### src/rtl/dot_product_sequencer.sv
// dot_product_sequencer
//
// Feeds input/weight pairs from two synchronous-read RAMs to a double-precision
// multiplier, and collects each 64-bit product into a small first-word
// fall-through FIFO. The FIFO drains to a downstream accumulator as a
// valid/ready stream. The final product of each run is tagged with last.
//
// Ports
//   clk, rst_n           clock, asynchronous active-low reset
//   clk_en               clock enable; all state holds while low
//   start                begin a run (sampled only when idle)
//   length               number of pairs (latched on start)
//   x_base, w_base       vector base addresses (latched on start)
//   x_addr, w_addr       RAM read addresses (data returns one cycle later)
//   x_data, w_data       RAM read data
//   mult_compute         multiplier request, high for the whole ISSUE phase
//   mult_a, mult_b       multiplier operands (x, w)
//   mult_z               multiplier result
//   mult_complete        multiplier result valid
//   prod_valid/data/last product stream head
//   prod_ready           downstream accepts the head
//   busy                 high from accepted start until done
//   done                 one-cycle pulse once the run has fully drained

module dot_product_sequencer #(
  parameter int ADDR_W     = 8,
  parameter int FIFO_DEPTH = 4
) (
  input  logic              clk,
  input  logic              rst_n,
  input  logic              clk_en,
  input  logic              start,
  input  logic [ADDR_W-1:0] length,
  input  logic [ADDR_W-1:0] x_base,
  input  logic [ADDR_W-1:0] w_base,
  output logic [ADDR_W-1:0] x_addr,
  output logic [ADDR_W-1:0] w_addr,
  input  logic [63:0]       x_data,
  input  logic [63:0]       w_data,
  output logic              mult_compute,
  output logic [63:0]       mult_a,
  output logic [63:0]       mult_b,
  input  logic [63:0]       mult_z,
  input  logic              mult_complete,
  output logic              prod_valid,
  output logic [63:0]       prod_data,
  output logic              prod_last,
  input  logic              prod_ready,
  output logic              busy,
  output logic              done
);

  localparam int PTR_W = $clog2(FIFO_DEPTH);
  localparam int CNT_W = PTR_W + 1;
  // One extra bit so that a length of 2^ADDR_W-1 can be counted past.
  localparam int IDX_W = ADDR_W + 1;

  typedef enum logic [2:0] {
    S_IDLE,
    S_FETCH,
    S_LOAD,
    S_ISSUE,
    S_CAPTURE,
    S_GAP,
    S_DONE_WAIT
  } state_t;

  typedef struct packed {
    logic        last;
    logic [63:0] data;
  } entry_t;

  state_t             state, state_next;
  logic [ADDR_W-1:0]  len_q;
  logic [ADDR_W-1:0]  x_base_q;
  logic [ADDR_W-1:0]  w_base_q;
  logic [IDX_W-1:0]   idx;
  logic [IDX_W-1:0]   len_ext;

  entry_t             fifo_mem [FIFO_DEPTH];
  logic [PTR_W-1:0]   wr_ptr;
  logic [PTR_W-1:0]   rd_ptr;
  logic [CNT_W-1:0]   count;
  logic               fifo_full;
  logic               fifo_empty;
  logic               push;
  logic               pop;
  logic               is_last;
  entry_t             head;

  assign len_ext    = {1'b0, len_q};
  assign fifo_full  = (count == CNT_W'(FIFO_DEPTH));
  assign fifo_empty = (count == '0);
  assign pop        = prod_valid && prod_ready;
  // A full FIFO blocks the push even if a pop happens this cycle; the push
  // retries next cycle once the slot has actually been freed.
  assign push       = (state == S_CAPTURE) && !fifo_full;
  assign is_last    = (idx == len_ext - IDX_W'(1));

  // Addresses are driven continuously from the latched base and index. They
  // are stable through FETCH and LOAD, so a stalled LOAD still sees valid
  // RAM data.
  assign x_addr = x_base_q + idx[ADDR_W-1:0];
  assign w_addr = w_base_q + idx[ADDR_W-1:0];

  assign mult_compute = (state == S_ISSUE);

  assign head       = fifo_mem[rd_ptr];
  assign prod_valid = !fifo_empty;
  assign prod_data  = head.data;
  assign prod_last  = prod_valid && head.last;

  // ---------------------------------------------------------------------------
  // Next-state logic
  // ---------------------------------------------------------------------------
  always_comb begin
    // NOTE: every signal assigned here gets a default first, so no path
    // leaves it unassigned and no latch is inferred.
    state_next = state;
    unique case (state)
      S_IDLE: begin
        if (start) state_next = (length == '0) ? S_DONE_WAIT : S_FETCH;
      end
      S_FETCH:     state_next = S_LOAD;
      S_LOAD:      state_next = S_ISSUE;
      S_ISSUE: begin
        if (mult_complete) state_next = S_CAPTURE;
      end
      S_CAPTURE: begin
        if (!fifo_full) state_next = S_GAP;
      end
      S_GAP:       state_next = (idx < len_ext) ? S_FETCH : S_DONE_WAIT;
      S_DONE_WAIT: begin
        // An empty FIFO cannot have a pop in flight.
        if (fifo_empty) state_next = S_IDLE;
      end
      default:     state_next = S_IDLE;
    endcase
  end

  // ---------------------------------------------------------------------------
  // Control registers
  // ---------------------------------------------------------------------------
  always_ff @(posedge clk or negedge rst_n) begin
    // NOTE: sequential state uses non-blocking assignments so every register
    // samples the pre-edge values, independent of statement order.
    if (!rst_n) begin
      state    <= S_IDLE;
      len_q    <= '0;
      x_base_q <= '0;
      w_base_q <= '0;
      idx      <= '0;
      mult_a   <= '0;
      mult_b   <= '0;
      busy     <= 1'b0;
      done     <= 1'b0;
    end else if (clk_en) begin
      state <= state_next;
      done  <= 1'b0;
      if (state == S_IDLE && start) begin
        len_q    <= length;
        x_base_q <= x_base;
        w_base_q <= w_base;
        idx      <= '0;
        busy     <= 1'b1;
      end
      if (state == S_LOAD) begin
        mult_a <= x_data;
        mult_b <= w_data;
      end
      if (push) idx <= idx + IDX_W'(1);
      if (state == S_DONE_WAIT && fifo_empty) begin
        done <= 1'b1;
        busy <= 1'b0;
      end
    end
  end

  // ---------------------------------------------------------------------------
  // Product FIFO: pointers and occupancy
  // ---------------------------------------------------------------------------
  always_ff @(posedge clk or negedge rst_n) begin
    if (!rst_n) begin
      wr_ptr <= '0;
      rd_ptr <= '0;
      count  <= '0;
    end else if (clk_en) begin
      if (push) wr_ptr <= wr_ptr + PTR_W'(1);
      if (pop)  rd_ptr <= rd_ptr + PTR_W'(1);
      unique case ({push, pop})
        2'b10:   count <= count + CNT_W'(1);
        2'b01:   count <= count - CNT_W'(1);
        default: count <= count;
      endcase
    end
  end

  // NOTE: the storage array has no reset; emptiness is tracked entirely by
  // the pointers and count, so stale contents are never presented.
  always_ff @(posedge clk) begin
    if (clk_en && push) fifo_mem[wr_ptr] <= '{last: is_last, data: mult_z};
  end

endmodule

### config.mk
export PLATFORM = sky130hd
export DESIGN_NAME = dot_product_sequencer
export DESIGN_NICKNAME = d
export VERILOG_FILES = /design/src/rtl/dot_product_sequencer.sv
export SDC_FILE = /design/constraint.sdc
export NUM_CORES = 1
export LEC_CHECK = 0
export CORE_ASPECT_RATIO = 2
export CORE_MARGIN = 1
export CORE_UTILIZATION = 44
export CTS_CLUSTER_SIZE = 12
export DETAILED_ROUTE_END_ITERATION = 7
export PLACE_DENSITY = 0.77
export SETUP_SLACK_MARGIN = 0.05
export SYNTH_ARGS = -nofsm -noshare
export SYNTH_HDL_FRONTEND = slang
export SYNTH_SLANG_ARGS = --single-unit
### constraint.sdc
create_clock -name clk -period 2.9 [get_ports clk]
set_input_delay 0.87 -clock clk [delete_from_list [all_inputs] [get_ports clk]]
set_output_delay 0.87 -clock clk [all_outputs]
set_load 0.01 [all_outputs]
== Word level (Yosys, flattened, before mapping) ==
Memories as Yosys holds them, arrays and structs flattened.
Index checks and enable logic that the tools add are counted.

* Word-level logic and storage cells: 73
* Output and inout port bits: 213
* Memories kept: 1
* Latch bits: 0
* Input bits: 222
* Memory bits (writable): 260
* Bits in registers: 173
* ROM bits: 0

* Equality and inequality tests: 14
* Order comparisons: 1
* $mul: 0
* Reduce and logical (&&, ||, !) cells: 22
* Mux-type cells: 15
* Add/sub/neg operators: 8
* Shift operators: 0
* Divide/modulo/power cells: 0
* Bitwise operators: 0

{| class="wikitable"
|+ Memories
! memory !! words !! bits a word !! read ports !! clocked after Yosys merged registers in !! write ports !! RTL line !! source
|-
| fifo_mem || 4 || 65 || 1 || 0 || 1 || 80 || <nowiki>entry_t fifo_mem [FIFO_DEPTH];</nowiki>
|}

{| class="wikitable"
|+ Operator list
! cell !! number
|-
| 3-bit one-hot mux with 7 select lines || 1
|-
| 3-bit 2-to-1 mux || 6
|-
| 9-bit 2-to-1 mux || 2
|-
| 8-bit adder || 2
|-
| 2-bit AND reduction || 7
|-
| 3-bit == test, second input constant || 4
|-
| 9-bit by 1-bit adder with 9-bit output, second input constant || 1
|-
| 9-bit == test || 1
|-
| 9-bit by 8-bit less-than comparator with 1-bit output || 1
|-
| 8-bit by 1-bit subtractor with 9-bit output, second input constant || 1
|-
| 8-bit zero test || 1
|-
| 3-bit by 2-bit == test with 1-bit output, second input constant || 2
|-
| 1-bit logical AND || 6
|-
| 3-bit zero test || 2
|-
| 2-bit != test, second input constant || 3
|-
| 3-bit one-hot mux with 2 select lines || 1
|-
| 2-bit nonzero test || 3
|-
| 1-bit 2-to-1 mux || 5
|-
| 5-bit AND reduction || 1
|-
| 2-bit by 1-bit adder with 2-bit output, second input constant || 2
|-
| 3-bit by 1-bit adder with 3-bit output, second input constant || 1
|-
| 3-bit by 1-bit == test with 1-bit output, second input constant || 1
|-
| 3-bit by 1-bit subtractor with 3-bit output, second input constant || 1
|-
| 2-bit by 1-bit == test with 1-bit output, second input constant || 1
|-
| 3 further kinds || 4
|}

== Depth between registers and ports, before layout ==
* Depth in word-level cells: 6
* Gate-level depth with buffers: 9
* Depth with buffers taken out: 8

== Worst setup path after synthesis ==
Ideal clock, no wire load.

* Kind: input-to-reg
* Start: input port clk_en
* End: memory fifo_mem[0][0] in the netlist's numbering (enable)
* Stages on the path: 3
* Data arrival time: 2.834 ns
* Slack: -0.364 ns
* Setup time: 0.430 ns
* Cell sequence: and4_1 -> buf_2 -> and2_1

* Word-level cells in the longest chain between the ends: 3

{| class="wikitable"
|+ Ends and longest elaborated chain
! item !! RTL line !! source
|-
| start, declared || 31 || <nowiki>input logic clk_en,</nowiki>
|-
| 1-bit logical AND || 201 || <nowiki>if (clk_en && push) fifo_mem[wr_ptr] <= '{last: is_last, data: mult_z};</nowiki>
|-
| 1-bit 2-to-1 mux || 201 ||
|-
| 1-bit 2-to-1 mux (not written as such) || 201 ||
|-
| end, declared || 80 ||
|}

No other way between the ends.

== Worst setup path after layout ==
* Start: register idx[1]
* End: output port x_addr[7]

* Word-level cells in the longest chain between the ends: 1

{| class="wikitable"
|+ Ends and longest elaborated chain
! item !! RTL line !! source
|-
| start, declared || 77 || <nowiki>logic [IDX_W-1:0] idx;</nowiki>
|-
| start signal, assigned || 171 || <nowiki>if (push) idx <= idx + IDX_W'(1);</nowiki>
|-
| 8-bit adder || 103 || <nowiki>assign x_addr = x_base_q + idx[ADDR_W-1:0];</nowiki>
|-
| end, declared || 36 || <nowiki>output logic [ADDR_W-1:0] x_addr,</nowiki>
|}

No other way between the ends.

==> flow_metrics.py <==
metrics = {
    "outcome": {
        "status": "finished with violations",
        "violations": "setup timing",
    },
    "cts": {
        "holdBufCountCts": 0,
        "clockBufferDepth": 3,
        "clkLatencyLatePin_ns": 0.57,
        "cts_num_sinks": 433,
        "ctsRootBufferMaster": "clkbuf_16",
        "cts_made_buffers": 43,
        "clk_pin_slew_ns": 0.07,
        "cts_tree": "built",
        "htreeDepth": 2,
    },
    "synth": {
        "synthTopCellsByCount": "edfxtp_1, dfrtp_1, mux2_2",
        "syn_area_um2": 17200,
        "ys_ff_latch": 433,
        "synth.area.top_cells": "edfxtp_1, dfrtp_1, mux2_2",
        "synth_mux_area_frac": 0.179,
        "ys_seq_area_frac": 0.705,
        "async_flop_share": 0.400,
        "synth_xor_area_frac": 0.0147,
        "avgSynthCellArea_um2": 18.3,
        "synth-edff-count": 260,
        "netlist_instances": 941,
        "yosysUniqueCellTypes": 60,
        "synth_top_family_by_area": "multiplexers",
        "synthMostInstantiatedCell": "edfxtp_1",
        "synth-compound-area-share": 0.0266,
        "synthAdderAreaFrac": 0.0246,
        "yosys_warnings": 0,
        "syn-num-nets": 1195,
        "synth_top_area_cell": "edfxtp_1",
        "netlist.area_leader.share": 0.453,
        "synth_ff_type": "edfxtp_1",
        "synthSimpleGateAreaFrac": 0.0308,
    },
    "power": {
        "ir_worst_vdd_mv": 0.725,
        "fin_total_pwr_w": 0.0254,
        "leakage_nw": 9.53,
        "power_density_nw_per_um2": 1030,
    },
    "grt": {
        "grt_pass1_vias": 11500,
        "overflow": 0,
        "grt_use_total": 0.227,
        "grt_max_degree": 57,
        "antenna_found_initial": 5,
        "grt_pass1_wl_um": 67100,
    },
    "floorplanning": {
        "io_pins": 435,
        "rows": 102,
        "die_y_um": 282,
        "initial_utilization": 0.445,
        "die_area_um2": 40000,
        "die_x_um": 142,
        "coreArea_um2": 38700,
    },
    "sta": {
        "slew_headroom": 0.621,
        "grt_setup_unrepaired": "yes",
        "setup_viol": 66,
        "setup_tns_ns": -6.06,
        "worst_slack_ns": -0.394,
        "hold_viol_final": 0,
        "fin_crit_sh": 1.14,
        "worstMarginPinSlew_ns": 0.568,
        "fmaxAchievable_mhz": 304,
        "fin_crit_ns": 3.29,
        "drv_slew": 0,
        "skew_ns": 0.0183,
    },
    "worst_setup_path": {
        "worst_ep_arrival_time_ns": 2.42,
        "path_max_fanout": 3,
        "r2r_setup_slack_ns": 0.69,
        "crit_required_ns": 2.03,
        "crit_chain": "ha_1 -> a21o_1 -> a211oi_2 -> nor2_2 -> o41ai_2 -> buf_4 -> xnor2_2 -> buf_2",
        "worst-setup-path-type": "reg2out",
        "start_kind": "flop",
        "worst_path_largest_cell_delay_ns": 0.42,
        "worst_path_max_delay_cell": "dfrtp_1",
        "crit_path_end_kind": "output pin",
        "worstReg2RegEnd": "fifo_mem[1][64]",
        "r2r_cells": 7,
        "rr_startpoint": "len_q[1]",
    },
    "cells_and_area": {
        "stdcell_count": 2030,
        "fillers": 2703,
        "syn2layout_area_growth_pct": 43.9,
        "fin_area_um2": 24800,
        "nNetsFinal": 1738,
        "drive_gt1_frac": 0.326,
    },
    "detailed_routing": {
        "wl_per_cell_um": 22.4,
        "drc": 0,
        "vias": 10600,
        "dr.pass1.iters": 5,
        "routed_via_density": 5.20,
        "drtAntennaViolNets": 0,
        "drtIter0Drc": 415,
        "drt-total-wl_um": 45400,
    },
    "run": {
        "cap_violations": 0,
    },
    "hold_path": {
        "hold_class": "in2async",
    },
    "placement": {
        "place_inst": 1922,
        "dp_worst_setup_slack_ns": -0.418,
        "numPortBuffers": 434,
        "dpl.hpwl_um": 32100,
        "place_congestion": 0.843,
        "placed_cell_area_um2": 22800,
    },
}
-- cells in the final DEF (no fill, tap or decap), types with 3 or more instances in the layout --
cell type and n:
buf_6 79, clkbuf_16 44, o21a_1 3, dfrtp_2 4, mux4_2 65, nand3_1 7, or3_1 3, buf_12 28
nor2_2 3, and2_4 5, nor3_1 5, buf_4 52, inv_1 26, diode_2 3, clkbuf_1 17, edfxtp_1 260
mux2_2 142, nand4_1 4, xnor2_2 4, o21ai_0 17, buf_16 5, clkdlybuf4s50_1 352, xor2_1 10, nand2_1 26
buf_8 4, ha_1 25, buf_2 15, and2_1 3, xnor2_1 14, dfrtp_1 167, a21oi_1 5, nor2_1 25
-- registers in the layout (all words and copies together), names as in the netlist, 2 cells and up --
| signal | cells |
|---|---|
| fifo_mem | 260 |
| mult_b | 64 |
| state | 3 |
| idx | 9 |
| mult_a | 64 |
| w_base_q | 8 |
| count | 3 |
| x_base_q | 8 |
| len_q | 8 |
| rd_ptr | 2 |
| wr_ptr | 2 |
-- logic make-up (layout without fill, tap and decap cells) --
group	after synthesis	in the layout
adder cells (fa/ha/maj)	32	32
other	0	3
multiplexers	209	209
AND/OR/NAND/NOR	105	105
AO/OA/AOI/OAI	64	64
XOR/XNOR	29	29
flip-flops	433	433
buffers and inverters	69	635
-- per-stage QoR --
stage,hold slack [ns],utilization
floorplan,0.459,-
global placement,0.489,0.589
detailed placement,0.495,0.589
CTS,0.272,0.634
global route,0.303,0.641
finish,0.276,0.641
-- worst max-delay path: cells and delay by family (launching register included) --
family,cells,cell delay [ns]
compound gates,3,0.64
flops,1,0.42
buf+inv,2,0.34
fa+ha+maj,1,0.31
xor+xnor,1,0.10
simple gates,1,0.07
-- worst max-delay path by stage --
stage | startpoint | depth (start not counted) | end | slack [ns]
finish | idx[1] | 8 | x_addr[7] | -0.39
global route | idx[1] | 8 | x_addr[7] | -0.54
CTS | idx[2] | 7 | w_addr[7] | -0.52
detailed placement | idx[1] | 8 | x_addr[7] | -0.42
global placement | idx[1] | 8 | x_addr[7] | -0.41
floorplan | idx[2] | 6 | x_addr[6] | 0.26
-- cell type report --
cell class	instances	area (um^2)	area share
repair buffers	538	5660	0.228
diodes	3	7.51	0.000303
well taps	520	651	0.0262
clock buffers	62	1180	0.0475
inverters	29	111	0.00449
multi-input cells	439	4940	0.199
flip-flops and latches	433	12100	0.490
clock inverters	6	92.6	0.00373
-- power breakdown --
part	internal, W	switching, W
clock	0.00292	0.00231
sequential	0.00811	0.000922
combinational	0.00654	0.00461
total	0.0176	0.00785
-- routing by layer --
metal,share of wire,track usage,vias up,routed length [um]
met5,0.00053,0,-,24
met4,0.036,0.0946,4,1650
met3,0.068,0.0523,88,3100
met2,0.56,0.424,422,25500
met1,0.33,0.240,5346,15100
li1,-,-,4699,-
-- what timing repair did --
| item | 4_1_cts | 5_1_grt |
|---|---|---|
| cloned | 4 | 0 |
| endpoints found under the setup margin | 81 | 78 |
| resized for setup | 412 | 76 |
| pin swaps | 15 | 14 |
| setup buffers | 31 | 10 |
(Power assumes the default switching activity.)
